[src/rtl/cdb_broadcaster_pkg.sv]
// Shared types and constants for the CDB broadcaster slice.
package cdb_broadcaster_pkg;

   // Physical register tag width and the reserved "no destination" tag
   localparam int PHYS_REG_W = 7;
   typedef logic [PHYS_REG_W-1:0] phys_reg_t;
   localparam phys_reg_t NO_TAG = 7'h7F;

   // Default number of completing sources (0=ALU, 1=MULT, 2=LD, 3=BR) and result width
   localparam int CDB_NUM_SRC = 4;
   localparam int CDB_DATA_W  = 64;

endpackage

[src/rtl/cdb_src_fifo.sv]
// Per-source completion FIFO: QDEPTH entries of {tag, value}, head visible
// combinationally so the arbiter can load it into the broadcast registers.
module cdb_src_fifo
   import cdb_broadcaster_pkg::*;
#(
   parameter int QDEPTH  = 2,
   parameter int ENTRY_W = PHYS_REG_W + CDB_DATA_W
) (
   input  logic               clock,
   input  logic               reset,
   input  logic               push,
   input  logic               pop,
   input  logic [ENTRY_W-1:0] push_data,
   output logic               full,
   output logic               empty,
   output logic [ENTRY_W-1:0] head
);
   localparam int PTR_W = (QDEPTH > 1) ? $clog2(QDEPTH) : 1;
   localparam int CNT_W = $clog2(QDEPTH) + 1;

   logic [ENTRY_W-1:0] mem_q [QDEPTH];
   logic [PTR_W-1:0]   wr_ptr_q, wr_ptr_d;
   logic [PTR_W-1:0]   rd_ptr_q, rd_ptr_d;
   logic [CNT_W-1:0]   count_q, count_d;
   logic               do_push, do_pop;

   // Full/empty come straight from the count register, so a same-edge pop never frees a slot
   assign full  = (count_q == CNT_W'(QDEPTH));
   assign empty = (count_q == '0);
   assign head  = mem_q[rd_ptr_q];

   // Next-state for pointers and occupancy; push and pop may coincide
   always_comb begin
      do_push  = push && !full;
      do_pop   = pop && !empty;
      wr_ptr_d = wr_ptr_q;
      rd_ptr_d = rd_ptr_q;
      count_d  = count_q;
      if (do_push) begin
         wr_ptr_d = (int'(wr_ptr_q) == QDEPTH-1) ? '0 : wr_ptr_q + PTR_W'(1);
      end
      if (do_pop) begin
         rd_ptr_d = (int'(rd_ptr_q) == QDEPTH-1) ? '0 : rd_ptr_q + PTR_W'(1);
      end
      case ({do_push, do_pop})
         2'b10:   count_d = count_q + CNT_W'(1);
         2'b01:   count_d = count_q - CNT_W'(1);
         default: count_d = count_q;
      endcase
   end

   // Pointer and count registers; reset empties the queue
   always_ff @(posedge clock) begin
      if (reset) begin
         wr_ptr_q <= '0;
         rd_ptr_q <= '0;
         count_q  <= '0;
      end else begin
         wr_ptr_q <= wr_ptr_d;
         rd_ptr_q <= rd_ptr_d;
         count_q  <= count_d;
      end
   end

   // Entry storage; contents are meaningless unless counted, so no reset needed
   always_ff @(posedge clock) begin
      if (do_push) begin
         mem_q[wr_ptr_q] <= push_data;
      end
   end

endmodule

[src/rtl/cdb_broadcaster.sv]
// CDB broadcaster: buffers FU completions per source, round-robin picks one
// per cycle and drives a registered single-cycle broadcast to RS/map/ROB.
module cdb_broadcaster
   import cdb_broadcaster_pkg::*;
#(
   parameter int NUM_SRC = CDB_NUM_SRC,
   parameter int QDEPTH  = 2,
   parameter int DATA_W  = CDB_DATA_W
) (
   input  logic                               clock,
   input  logic                               reset,
   input  logic                               enable,
   input  logic [NUM_SRC-1:0]                 fu_done,
   input  logic [NUM_SRC-1:0][PHYS_REG_W-1:0] fu_tag,
   input  logic [NUM_SRC-1:0][DATA_W-1:0]     fu_value,
   output logic [NUM_SRC-1:0]                 fu_stall,
   output logic                               CAM_en,
   output logic [PHYS_REG_W-1:0]              CDB_in,
   output logic [DATA_W-1:0]                  cdb_value,
   output logic [$clog2(NUM_SRC)-1:0]         cdb_src,
   output logic                               overflow
);
   localparam int SRC_W   = $clog2(NUM_SRC);
   localparam int ENTRY_W = PHYS_REG_W + DATA_W;

   logic [NUM_SRC-1:0] push_req, pop_req, full, empty;
   logic [ENTRY_W-1:0] head [NUM_SRC];

   logic [SRC_W-1:0]      rr_ptr_q, rr_ptr_d;
   logic [SRC_W-1:0]      win_idx;
   logic                  win_found;
   logic                  cam_en_q, cam_en_d;
   logic [PHYS_REG_W-1:0] cdb_tag_q, cdb_tag_d;
   logic [DATA_W-1:0]     cdb_value_q, cdb_value_d;
   logic [SRC_W-1:0]      cdb_src_q, cdb_src_d;
   logic                  overflow_q, overflow_d;

   // One FIFO per source; tagless completions (stores, no-dest ops) never enter
   genvar gi;
   generate
      for (gi = 0; gi < NUM_SRC; gi++) begin : g_src
         assign push_req[gi] = fu_done[gi] && (fu_tag[gi] != NO_TAG);

         cdb_src_fifo #(
            .QDEPTH  (QDEPTH),
            .ENTRY_W (ENTRY_W)
         ) u_fifo (
            .clock     (clock),
            .reset     (reset),
            .push      (push_req[gi]),
            .pop       (pop_req[gi]),
            .push_data ({fu_tag[gi], fu_value[gi]}),
            .full      (full[gi]),
            .empty     (empty[gi]),
            .head      (head[gi])
         );
      end
   endgenerate

   // Round-robin search: first non-empty FIFO starting at rr_ptr, wrapping mod NUM_SRC
   always_comb begin
      int               cand;
      logic [SRC_W-1:0] cand_idx;
      win_found = 1'b0;
      win_idx   = '0;
      cand      = 0;
      cand_idx  = '0;
      for (int k = 0; k < NUM_SRC; k++) begin
         cand = int'(rr_ptr_q) + k;
         if (cand >= NUM_SRC) begin
            cand = cand - NUM_SRC;
         end
         cand_idx = SRC_W'(cand);
         if (!win_found && !empty[cand_idx]) begin
            win_found = 1'b1;
            win_idx   = cand_idx;
         end
      end
   end

   // Pop the winner's head into the broadcast registers; idle cycles drive NO_TAG/0
   always_comb begin
      pop_req     = '0;
      rr_ptr_d    = rr_ptr_q;
      cam_en_d    = 1'b0;
      cdb_tag_d   = NO_TAG;
      cdb_value_d = '0;
      cdb_src_d   = cdb_src_q;
      overflow_d  = overflow_q | (|(push_req & full));
      if (enable && win_found) begin
         pop_req[win_idx]         = 1'b1;
         cam_en_d                 = 1'b1;
         {cdb_tag_d, cdb_value_d} = head[win_idx];
         cdb_src_d                = win_idx;
         rr_ptr_d = (int'(win_idx) == NUM_SRC-1) ? '0 : win_idx + SRC_W'(1);
      end
   end

   // Broadcast, pointer and sticky-overflow registers
   always_ff @(posedge clock) begin
      if (reset) begin
         rr_ptr_q    <= '0;
         cam_en_q    <= 1'b0;
         cdb_tag_q   <= NO_TAG;
         cdb_value_q <= '0;
         cdb_src_q   <= '0;
         overflow_q  <= 1'b0;
      end else begin
         rr_ptr_q    <= rr_ptr_d;
         cam_en_q    <= cam_en_d;
         cdb_tag_q   <= cdb_tag_d;
         cdb_value_q <= cdb_value_d;
         cdb_src_q   <= cdb_src_d;
         overflow_q  <= overflow_d;
      end
   end

   assign fu_stall  = full;
   assign CAM_en    = cam_en_q;
   assign CDB_in    = cdb_tag_q;
   assign cdb_value = cdb_value_q;
   assign cdb_src   = cdb_src_q;
   assign overflow  = overflow_q;

endmodule

[config.mk]
export PLATFORM = sky130hd
export DESIGN_NAME = cdb_broadcaster
export DESIGN_NICKNAME = d
export VERILOG_FILES = /design/src/rtl/cdb_broadcaster_pkg.sv /design/src/rtl/cdb_src_fifo.sv /design/src/rtl/cdb_broadcaster.sv
export SDC_FILE = /design/constraint.sdc
export NUM_CORES = 1
export LEC_CHECK = 0
export ABC_AREA = 1
export CAP_MARGIN = 20
export CORE_ASPECT_RATIO = 2
export CORE_MARGIN = 3
export CORE_UTILIZATION = 50
export CTS_BUF_LIST = sky130_fd_sc_hd__clkbuf_8
export DETAILED_ROUTE_END_ITERATION = 6
export PLACE_DENSITY_LB_ADDON = 0.1
export SLEW_MARGIN = 5
export SYNTH_ARGS = -nofsm -noshare
export SYNTH_HDL_FRONTEND = slang
export SYNTH_SLANG_ARGS = --single-unit
[constraint.sdc]
create_clock -name clock -period 5.7 [get_ports clock]
set_input_delay 1.71 -clock clock [delete_from_list [all_inputs] [get_ports clock]]
set_output_delay 1.71 -clock clock [all_outputs]
set_load 0.05 [all_outputs]
## Word-level counts from Yosys, hierarchy flattened

Memories as Yosys holds them, arrays and structs flattened. A register that Yosys moved wholly into a read port is not among the register bits.
Index checks and enable logic that the tools add are counted.

| word-level totals | value |
|---|---|
| output and inout bits | 79 |
| flip-flop bits (word level) | 93 |
| memories kept | 4 |
| word-level logic and storage cells | 174 |
| memory bits (writable) | 568 |
| input port bits | 291 |
| bits in latches | 0 |
| memory bits (read-only) | 0 |

| operators by class | value |
|---|---|
| divide/modulo/power cells | 0 |
| $mul | 0 |
| $add $sub $neg | 24 |
| bitwise gates (word level) | 4 |
| eq/ne operators | 17 |
| reductions and logical operators | 40 |
| mux-type cells | 56 |
| shifts and indexed selects | 0 |
| magnitude comparators | 11 |

Memories:

| memory | words | bits a word | rd ports | clocked after memory_dff | wr ports | RTL line | RTL |
|---|---|---|---|---|---|---|---|
| g_src[0].u_fifo.mem_q | 2 | 71 | 1 | 1 | 1 | cdb_src_fifo.sv:21 | `logic [ENTRY_W-1:0] mem_q [QDEPTH];` |
| g_src[1].u_fifo.mem_q | 2 | 71 | 1 | 1 | 1 | cdb_src_fifo.sv:21 |  |
| g_src[2].u_fifo.mem_q | 2 | 71 | 1 | 1 | 1 | cdb_src_fifo.sv:21 |  |
| g_src[3].u_fifo.mem_q | 2 | 71 | 1 | 1 | 1 | cdb_src_fifo.sv:21 |  |

Operator list:

| cell | number |
|---|---|
| 71-bit binary-select mux with 2-bit select | 1 |
| 71-bit two-way mux | 2 |
| 1-bit two-way mux | 34 |
| 7-bit != test, second input constant | 4 |
| 2-bit two-way mux | 9 |
| 1-bit logical AND | 17 |
| 2-bit equality test, second input constant | 8 |
| 2-bit one-hot mux with 2 select lines | 4 |
| 2-bit by 1-bit subtractor with 2-bit output, second input constant | 8 |
| 2-bit by 3-bit < comparator with 1-bit output, second input constant | 5 |
| 1-bit zero test | 13 |
| 3-bit >= comparator, second input constant | 4 |
| 2-bit by 1-bit adder with 2-bit output, second input constant | 5 |
| 2-bit by 1-bit equality test with 1-bit output, second input constant | 5 |
| 1-bit adder, second input constant | 8 |
| 1-bit binary-select mux with 2-bit select | 4 |
| 2-bit zero test | 4 |
| 2-bit nonzero test | 4 |
| 2-bit by 2-bit adder with 3-bit output, second input constant | 2 |
| 4-bit bitwise AND | 1 |
| 4-bit two-way mux | 1 |
| 4-bit OR reduction | 1 |
| 2-bit by 1-bit adder with 3-bit output, second input constant | 1 |
| 2-bit by 3-bit >= comparator with 1-bit output, second input constant | 1 |
| other kinds (6) | 6 |

## Logic depth before layout (Yosys ltp)

Gate-level depths: netlist of the first run.

| depth | value |
|---|---|
| depth after elaboration | 22 |
| depth in mapped cells | 22 |
| mapped depth without buffers | 20 |

## Cells and area by module

Synthesis of the first run repeated with hierarchy kept, for this count alone.

| second synthesis, totals | value |
|---|---|
| cell total of the unflattened synthesis | 1991 |
| area, all modules | 28481.1 µm² |

By module, submodules not included:

| module | instances | cells an instance | area an instance (µm²) | sequential area each (µm²) |
|---|---|---|---|---|
| cdb_src_fifo | 4 | 261 | 5723.0 | 4364.2 |
| cdb_broadcaster | 1 | 947 | 5589.1 | 1541.5 |

## Worst setup path before layout of the first run

OpenSTA, ideal clock, no wires.

| timing path | value |
|---|---|
| path kind | in2reg |
| start point | in fu_tag[22] (netlist bit) |
| end point | mem g_src[3].u_fifo.mem_q[1][0] (netlist bit) (enable) |
| library setup time | 0.502 ns |
| path buffers | 0 |
| stages | 7 |
| required time | 5.198 ns |
| arrival | 5.093 ns |
| setup slack | 0.105 ns |
| cell sequence | nand2_1 > nor2_1 > nand4_1 > nand2_1 > nor2_1 > inv_1 > nor2_1 |

| between the ends | value |
|---|---|
| cells in the longest elaborated chain, start to end | 5 |

Ends and longest elaborated chain:

| what | RTL line | RTL |
|---|---|---|
| start: declaration | cdb_broadcaster.sv:14 | `input logic [NUM_SRC-1:0][PHYS_REG_W-1:0] fu_tag,` |
| 7-bit != test | cdb_broadcaster.sv:42 | `assign push_req[gi] = fu_done[gi] && (fu_tag[gi] != NO_TAG);` |
| 1-bit logical AND | cdb_broadcaster.sv:42 |  |
| 1-bit logical AND | cdb_src_fifo.sv:34 | `do_push = push && !full;` |
| 1-bit two-way mux | cdb_src_fifo.sv:67 | `if (do_push) begin` |
| 1-bit two-way mux (not written as such) | cdb_src_fifo.sv:68 | `mem_q[wr_ptr_q] <= push_data;` |
| end: declaration | cdb_src_fifo.sv:21 |  |

Every way passes these cells.

## Worst setup path in the final report of the first run

| timing path | value |
|---|---|
| start point | reg g_src[2].u_fifo.count_q[1] |
| end point | out fu_stall[2] |

| between the ends | value |
|---|---|
| cells in the longest elaborated chain, start to end | 1 |

Ends and longest elaborated chain:

| what | RTL line | RTL |
|---|---|---|
| start: declaration | cdb_src_fifo.sv:24 | `logic [CNT_W-1:0] count_q, count_d;` |
| start signal: assignment | cdb_src_fifo.sv:61 | `count_q <= count_d;` |
| 2-bit equality test | cdb_src_fifo.sv:28 | `assign full = (count_q == CNT_W'(QDEPTH));` |
| end: declaration | cdb_broadcaster.sv:16 | `output logic [NUM_SRC-1:0] fu_stall,` |

Every way passes these cells.

==> results of run 1 <==
-- critical path: cells and delay by family, from the launching register on --
kind,cells,cell delay (ns)
DFF,1,0.34
and+or+nand+nor,1,0.34
buffers and inverters,2,0.96
-- final cells by class --
class                           count  share of cell area
Antenna cell                        9           0.0007033
Timing Repair Buffer              400              0.1234
Multi-Input combinational cell    939              0.1948
Sequential cell                   665              0.5937
Clock buffer                      105             0.04513
Tap cell                          654             0.02555
Inverter                           27            0.003321
Clock inverter                     66             0.01340
-- final timing paths --
kind,startpoint,end,slack [ns],depth (start not counted)
setup / recovery,g_src[2].u_fifo.count_q[1],fu_stall[2],1.69,3
hold / removal,g_src[3].u_fifo.rd_ptr_q,flop,0.48,2
setup reg to reg,rr_ptr_q[0],g_src[3].u_fifo.count_q[1],1.72,19
hold reg to reg,g_src[3].u_fifo.rd_ptr_q,flop,0.48,2
-- power by group --
| group | internal (mW) | switching, mW |
|---|---|---|
| combinational | 2.55 | 5.69 |
| clock | 1.96 | 1.72 |
| sequential | 6.07 | 0.470 |
| total | 10.6 | 7.89 |
-- per-layer routing --
layer  vias up  GRT usage
met5         -          0
met4        10     0.1043
met3       132    0.05120
met2       765     0.4677
met1      7995     0.2971
li1       7393          -
-- per-stage QoR --
step | utilization | instances | area, um^2
2_1_floorplan | - | 1750 | 25830
3_3_place_gp | 0.5914 | 2685 | 30130
3_5_place_dp | 0.5914 | 2685 | 30130
4_1_cts | 0.6282 | 2856 | 32000
5_1_grt | 0.6285 | 2864 | 32020
6_report | 0.6286 | 2865 | 32020
-- Yosys cell counts (all sizes together) --
| master | instances | area, um^2 |
|---|---|---|
| nor3 | 2 | 15.01 |
| nand4 | 133 | 832.1 |
| ha | 5 | 62.56 |
| mux2i | 277 | 2773 |
| o21ai | 15 | 75.07 |
| nand3 | 156 | 808.3 |
| clkbuf | 46 | 172.7 |
| nand2 | 200 | 763.2 |
| edfxtp | 568 | 17060 |
| xor2 | 4 | 35.03 |
| o21a | 1 | 7.510 |
| a21oi | 80 | 404.1 |
| buf | 73 | 414.2 |
| o211ai | 7 | 52.55 |
| nor2 | 48 | 204.0 |
| dfxtp | 97 | 1942 |
| inv | 27 | 106.4 |
| a311oi | 1 | 8.760 |
| a211oi | 1 | 7.510 |
| o21bai | 2 | 15.01 |
| mux2 | 7 | 78.83 |
-- cells by family (layout without fill, tap and decap cells) --
group,Yosys count,count (layout),synth area share
fa+ha+maj,5,5,0.002422
compound gates,107,107,0.02209
flops,665,665,0.7354
simple gates,539,539,0.1015
xor+xnor,4,4,0.001356
buf+inv,146,598,0.02683
other cells,0,9,0
mux,284,284,0.1104
-- flip-flops by register name (all words and copies together) (netlist names), 2 cells and up, named ones only --
register	count
g_src.u_fifo.rd_ptr_q	4
rr_ptr_q	2
g_src.u_fifo.count_q	8
g_src.u_fifo.wr_ptr_q	4
CDB_in	7
cdb_value	64
g_src.u_fifo.mem_q	568
cdb_src	2
==> flow_summary.ini, run 1 <==
[drt]
drc = 0
postRouteAntennaNets = 0
wl_met3_um = 4764
routed_wirelength_um = 71440
first_iter_violations = 1265
wl_per_cell_um = 24.93
vias = 16295
met2_length_um = 38520
vias_per_cell = 5.688
wl_met1_um = 25980
dr.pass1.iters = 7
top_layer = met5

[synth]
ys.warnings.count = 0
synth_seq_cells = 665
yosysSeqAreaShare = 0.7354
synthCells = 1750
synthDistinctLibCells = 33
syn_area_mm2 = 0.02583
synth_fp_nets = 2046
postSynthAreaPerCell_um2 = 14.76

[power]
irDropWorstVdd_mv = 0.9027
total_power_mw = 18.46
power_leakage_nw = 10.93
power_density_mw_per_mm2 = 576.5

[hold_path]
min_path_type = flop to flop

[setup_path]
path_cells = inv_1 > nor2_1 > clkdlybuf4s50_1
arrival_ns = 2.30
critPathSlowestCell = clkdlybuf4s50_1
startpoint_type = flop
crit_type = flop to primary output
worst-path-max-fanout = 3
end_kind = primary output
worstPathRequired_ns = 3.99
max_stage_delay_ns = 0.89

[timing]
holdWs_ns = 0.4755
slew_headroom = 0.3379
setup_violations = 0
finalHoldViolations = 0
max_freq_mhz = 249.3
period_needed_ns = 4.011
worst_slack_ns = 1.689
rsz0062_at_grt = no
max_slew.worst_pin.slew_ns = 0.9932
slew_viol_final = 0
post-route-period-util = 0.7037
finClkSkew_ns = 0.02502
fin_setup_tns_ns = 0

[cells_and_area]
final_common_cell = edfxtp_1
area_delta_synth_final_pct = 23.96
drive_above_1_share = 0.08629
regArea_mm2 = 0.01901
finalNetCount = 2421
final_cell_mix = 568 x edfxtp_1, 369 x clkdlybuf4s50_1, 277 x mux2i_1, 197 x nand2_1, 152 x nand3_1
fillers = 3955
multi_input_area_mm2 = 0.006237

[floorplanning]
num_rows = 117
start_util = 0.5071
io_pins = 370
dieArea_mm2 = 0.05460
die_y_um = 327.5
die_x_um = 166.7
core_mm2 = 0.05094

[cts]
cts_buffers = 92
clockBufferDepth = 3
cts.clk_slew.worst_paths_ns = 0.06
cts_max_level = 3
insertion_delay_ns = 0.66
cts_resized = 0
clock_sinks = 665
cts_setup_buffers = 0
cts_root_buf = clkbuf_8
cts_tree = done
cts_hold_buf = 0

[run_status]
status = finished clean

[grt]
grt_usage = 0.2574
grt-ovfl-total = 0
grt_max_degree = 79
grt_pass1_wl_um = 104800
grt_pass1_vias = 16957
antenna_found_initial = 17

[placed_design]
hpwlAfterDp_um = 47380
dp_worst_setup_slack_ns = 1.451
place.gp.congestion = 0.7921
io_buffer_count = 369

[job]
max_cap_violations = 0
No activity file was read; power rests on OpenSTA's default activity.
==> inputs of run 2 (changes only) <==
==> constraint.sdc (replaced) <==
create_clock -name clock -period 3.39 [get_ports clock]
set_input_delay 1.017 -clock clock [delete_from_list [all_inputs] [get_ports clock]]
set_output_delay 1.017 -clock clock [all_outputs]
set_load 0.05 [all_outputs]
==> run 2 against run 1 <==
- die area is the same
- combinational power rose by 78%
- final cell count grew 0.59%
- utilization is 0.70 points higher
- critical path depth did not move
- final area is 1.1% higher
- routed wire length up 2.0%
- critical path type unchanged
- largest cell class unchanged
==> flow_summary.ini, run 2 (synthesis results as in run 1) <==
[placed_design]
dp_worst_setup_slack_ns = 0.2552
place_area_mm2 = 0.03051
io_buffer_count = 369
hpwlAfterDp_um = 47190
place.gp.congestion = 0.8141

[hold_path]
whs_path_depth = 2
min_path_type = flop to flop
hp-start = g_src[3].u_fifo.rd_ptr_q
min_to = g_src[3].u_fifo.rd_ptr_q

[power]
irDropWorstVdd_mv = 2.161
power_leakage_nw = 11.08
power_switching_mw = 13.69
clockPowerShare = 0.193
total_power_mw = 31.68
pwr-share-seq = 0.342
pwr-share-comb = 0.465
power_density_mw_per_mm2 = 978.5
swShare = 0.4321
intPower_mw = 17.99

[setup_path]
startpoint_type = flop
r2r_slack_ns = 0.34
path_cells = inv_1 > nor2_1 > clkdlybuf4s50_1
worst-path-max-fanout = 3
worstPathRequired_ns = 2.37
rr_worst_depth = 18
crit_type = flop to primary output
arrival_ns = 2.18
critPathSlowestCell = clkdlybuf4s50_1
r2r-end = g_src[3].u_fifo.count_q[1]
end_kind = primary output
r2r_start = rr_ptr_q[0]
max_stage_delay_ns = 0.87
cp-startpoint = g_src[1].u_fifo.count_q[1]

[floorplanning]
num_rows = 117
die_y_um = 327.5
core_mm2 = 0.05094
io_pins = 370
dieArea_mm2 = 0.05460
start_util = 0.5071
die_x_um = 166.7

[cts]
clock_sinks = 665
cts.clk_slew.worst_paths_ns = 0.07
cts_max_level = 3
cts_hold_buf = 0
cts_tree = done
cts_buffers = 88
clockBufferDepth = 3
cts_root_buf = clkbuf_8
insertion_delay_ns = 0.66

[drt]
vias_per_cell = 5.724
first_iter_violations = 1355
vias = 16496
postRouteAntennaNets = 0
wl_per_cell_um = 25.29
dr.pass1.iters = 6
drc = 0
routed_wirelength_um = 72890

[grt]
grt_max_degree = 129
grt_pass1_wl_um = 106200
grt_pass1_vias = 17032
grt-ovfl-total = 0
grt_usage = 0.2602
globalRouteMet1Util = 0.3038
top_usage_layer = met2
antenna_found_initial = 21
grt_use_met2 = 0.4610
grtUsageMet3 = 0.05156

[timing]
finClkSkew_ns = 0.02418
max_freq_mhz = 313.0
worst_slack_ns = 0.1956
slew_headroom = 0.4012
holdWs_ns = 0.4789
max_slew.worst_pin.slew_ns = 0.8983
slew_viol_final = 0
post-route-period-util = 0.9423
period_needed_ns = 3.194
finalHoldViolations = 0
fin_setup_tns_ns = 0
setup_violations = 0
rsz0062_at_grt = no

[cells_and_area]
largest-register = g_src.u_fifo.mem_q
final_cell_mix = 568 x edfxtp_1, 367 x clkdlybuf4s50_1, 277 x mux2i_1, 197 x nand2_1, 152 x nand3_1
area_delta_synth_final_pct = 25.33
drive_above_1_share = 0.09325
finalNetCount = 2431
largest_register_ffs = 568
final_common_cell = edfxtp_1
design_area_mm2 = 0.03238

[run_status]
status = finished clean

[job]
max_cap_violations = 0
[run 2: changes by cell type in the layout (fill, tap and decap cells not counted)]
cell,before,now
buf_12,2,24
diode_2,9,19
buf_4,29,21
clkinv_1,13,5
clkbuf_8,105,100
clkinv_2,9,12
clkdlybuf4s50_1,369,367
clkinvlp_4,2,4
dlygate4sd2_1,0,1
dlymetal6s2s_1,0,1
inv_1,58,57
inv_6,2,3
inv_8,0,1
[run 2: how the worst max path moves through the flow]
stage,slack (ns),end
after floorplan,-0.31,g_src[3].u_fifo.mem_q[1][0]
after global placement,0.25,g_src[3].u_fifo.mem_q[0][60]
after detailed placement,0.26,g_src[3].u_fifo.mem_q[0][56]
after CTS,0.01,fu_stall[0]
after global routing,0.02,g_src[3].u_fifo.count_q[1]
final,0.20,fu_stall[1]
[run 2: power by group through the flow]
stage	Combinational (mW)	Sequential [mW]	Clock, mW
5_1_grt	15.8	11.0	6.57
6_report	14.7	10.9	6.11
4_1_cts	14.7	10.9	6.24
3_5_place_dp	14.7	11.0	0
2_1_floorplan	9.51	11.3	0
3_3_place_gp	14.5	11.0	0
[run 2: stage by stage]
step,utilization,std cells
CTS,0.6346,2863
finish,0.6355,2882
floorplan,-,1750
global placement,0.5988,2699
detailed placement,0.5988,2699
global route,0.6354,2878
[run 2: what timing repair did]
| action | in CTS | in global routing |
|---|---|---|
| setup endpoints to repair | 1 | 1 |
| setup buffers | 0 | 0 |
| gates resized for setup | 1 | 1 |
[run 2: worst max-delay path: cells and delay by family (launching register included)]
family,cells,cell delay [ns]
buf+inv,2,0.93
flops,1,0.33
simple gates,1,0.26
[run 2: final cells by class]
cell class              instances  area [um^2]
diodes                         19        47.55
clock buffers                 100         1376
clock inverters                64        445.4
fillers                      3897        18570
inverters                      27        106.4
multi-input cells             939         6237
flip-flops and latches        665        19010
well taps                     654        818.3
repair buffers                414         4333
[run 2: per-layer routing]
| layer | vias up | routed length, um |
|---|---|---|
| met5 | - | 34 |
| met4 | 4 | 2749 |
| met3 | 137 | 4799 |
| met2 | 736 | 38770 |
| met1 | 8203 | 26540 |
| li1 | 7416 | - |
==> inputs of run 3 (changes only) <==
--- a/config.mk
+++ b/config.mk
@@ -12,8 +12,10 @@
 export CORE_UTILIZATION = 50
 export CTS_BUF_LIST = sky130_fd_sc_hd__clkbuf_8
 export DETAILED_ROUTE_END_ITERATION = 6
+export DONT_BUFFER_PORTS = 1
 export PLACE_DENSITY_LB_ADDON = 0.1
 export SLEW_MARGIN = 5
 export SYNTH_ARGS = -nofsm -noshare
 export SYNTH_HDL_FRONTEND = slang
 export SYNTH_SLANG_ARGS = --single-unit
+export TNS_END_PERCENT = 100
==> run 3 against run 2 <==
- fmax rose by 10%
- via count fell by 11%
- sequential power rose by 6%
- final area fell by 12%
- first-iteration DRC count fell by 32%
- register-to-register slack improved by 0.15 ns
- total power fell by 2.6%
- clock power rose by 0.7%
- worst hold slack got worse by 0.062 ns
- combinational power fell by 10%
- global-route usage fell by 0.99 points
- setup slack improved by 0.29 ns
- largest power group unchanged
==> flow_summary.ini, run 3 (synthesis results as in run 1) <==
[job]
max_cap_violations = 0

[floorplanning]
die_x_um = 166.7
io_pins = 370
num_rows = 117
dieArea_mm2 = 0.05460
die_y_um = 327.5
core_mm2 = 0.05094
start_util = 0.5071

[cells_and_area]
area_delta_synth_final_pct = 10.85
finalNetCount = 2062
regArea_mm2 = 0.01901
largest-register = g_src.u_fifo.mem_q
multi_input_area_mm2 = 0.006237
final_common_cell = edfxtp_1
largest_register_ffs = 568
drive_above_1_share = 0.1171
fillers = 4114
final_cell_mix = 568 x edfxtp_1, 277 x mux2i_1, 197 x nand2_1, 152 x nand3_1, 133 x nand4_1

[grt]
grt_pass1_vias = 15379
antenna_found_initial = 4
grt_pass1_wl_um = 101100
grt_usage = 0.2503
grt_max_degree = 129
grt-ovfl-total = 0

[power]
irDropWorstVdd_mv = 2.068
power_leakage_nw = 9.627
power_density_mw_per_mm2 = 1078
total_power_mw = 30.87

[hold_path]
whs_path_depth = 1
hp-start = reset
min_to = overflow
min_path_type = input port to flop

[cts]
cts_root_buf = clkbuf_8
cts_hold_buf = 0
insertion_delay_ns = 0.67
cts_tree = done
cts_buffers = 91
cts_resized = 0
clockBufferDepth = 3
cts.clk_slew.worst_paths_ns = 0.07
cts_max_level = 3
cts_setup_buffers = 0
clock_sinks = 665

[timing]
slew_viol_final = 0
rsz0062_at_grt = no
slew_headroom = 0.3907
post-route-period-util = 0.8565
period_needed_ns = 2.904
max_freq_mhz = 344.4
finClkSkew_ns = 0.02498
max_slew.worst_pin.slew_ns = 0.9139
holdWs_ns = 0.4171
finalHoldViolations = 0
setup_violations = 0

[setup_path]
r2r-end = g_src[3].u_fifo.count_q[1]
worst-path-max-fanout = 18
rr_worst_depth = 18
startpoint_type = flop
worstPathRequired_ns = 3.93
end_kind = flop
crit_type = flop to flop
r2r_slack_ns = 0.49
arrival_ns = 3.45
r2r_start = rr_ptr_q[0]

[placed_design]
place.gp.congestion = 0.8728
io_buffer_count = 0
hpwlAfterDp_um = 43840

[drt]
dr.pass1.iters = 5
routed_wirelength_um = 69390
wl_per_cell_um = 27.67
postRouteAntennaNets = 0
first_iter_violations = 927
drc = 0
vias = 14758
vias_per_cell = 5.884

[run_status]
status = finished clean
==> run 3: changes by cell type in the layout (fill, tap and decap cells not counted), moves of 3 or more <==
| cell | change |
|---|---|
| clkdlybuf4s50_1 | -367 |
| clkinv_2 | +7 |
| diode_2 | -10 |
| inv_1 | -8 |
| bufinv_16 | -3 |
| buf_12 | -4 |
| clkbuf_8 | +10 |
| clkinv_1 | +4 |
==> run 3: layout make-up <==
cell class                 count  share of cell area
sequential                   665              0.6640
multi-input combinational    939              0.2178
clock buffer                 110             0.05287
tap                          654             0.02857
timing repair buffer          42             0.01975
clock inverter                62             0.01254
inverter                      27            0.003714
antenna                        9           0.0007864
==> run 3: metal layers <==
layer | up-vias | track usage | wire length, um
li1 | 6667 | - | -
met1 | 7343 | 0.2648 | 23590
met2 | 638 | 0.4562 | 37340
met3 | 110 | 0.08923 | 6502
met4 | 0 | 0.09244 | 1959
met5 | - | 0 | 0
==> run 3: per-stage QoR <==
step / util / std cells / setup TNS (ns) / worst slack (ns) / area, um^2
after CTS: 0.5617 / 2499 / 0 / 0.3726 / 28610
after global routing: 0.5620 / 2506 / 0 / 0.1395 / 28630
after global placement: 0.5249 / 2327 / 0 / 0.4901 / 26740
after detailed placement: 0.5249 / 2327 / 0 / 0.3898 / 26740
after floorplan: - / 1750 / -42.81 / -0.3097 / 25880
final: 0.5621 / 2508 / 0 / 0.4863 / 28640
==> run 3: worst max-delay path, stage by stage, from the launching register on <==
cell and delay [ns]:
dfxtp_2 0.46, inv_6 0.07, nand2_1 0.07, nand2_1 0.10, nand3_1 0.11, nand2_1 0.11, nor3_2 0.27, nand2_1 0.14
nand3_4 0.22, ha_1 0.20, inv_1 0.04, nor2_1 0.09, nand2_1 0.10, inv_1 0.07, ha_1 0.25, a21oi_1 0.11
o21ai_0 0.12, o21ai_0 0.18, a21oi_1 0.06
==> run 3: worst max path at each step <==
stage,startpoint,slack (ns),cells after the start,to
after floorplan,fu_tag[22],-0.31,7,g_src[3].u_fifo.mem_q[1][0]
final,rr_ptr_q[0],0.49,18,g_src[3].u_fifo.count_q[1]
after CTS,rr_ptr_q[0],0.37,18,g_src[3].u_fifo.count_q[1]
after global routing,g_src[3].u_fifo.count_q[0],0.14,17,g_src[3].u_fifo.count_q[1]
after detailed placement,rr_ptr_q[0],0.39,18,g_src[3].u_fifo.count_q[1]
after global placement,rr_ptr_q[0],0.49,18,g_src[3].u_fifo.count_q[1]
==> run 3: report_power, final <==
group	total, mW	internal (mW)	switching, mW
clock	6.15	3.20	2.95
combinational	13.2	3.96	9.20
sequential	11.6	10.2	1.35
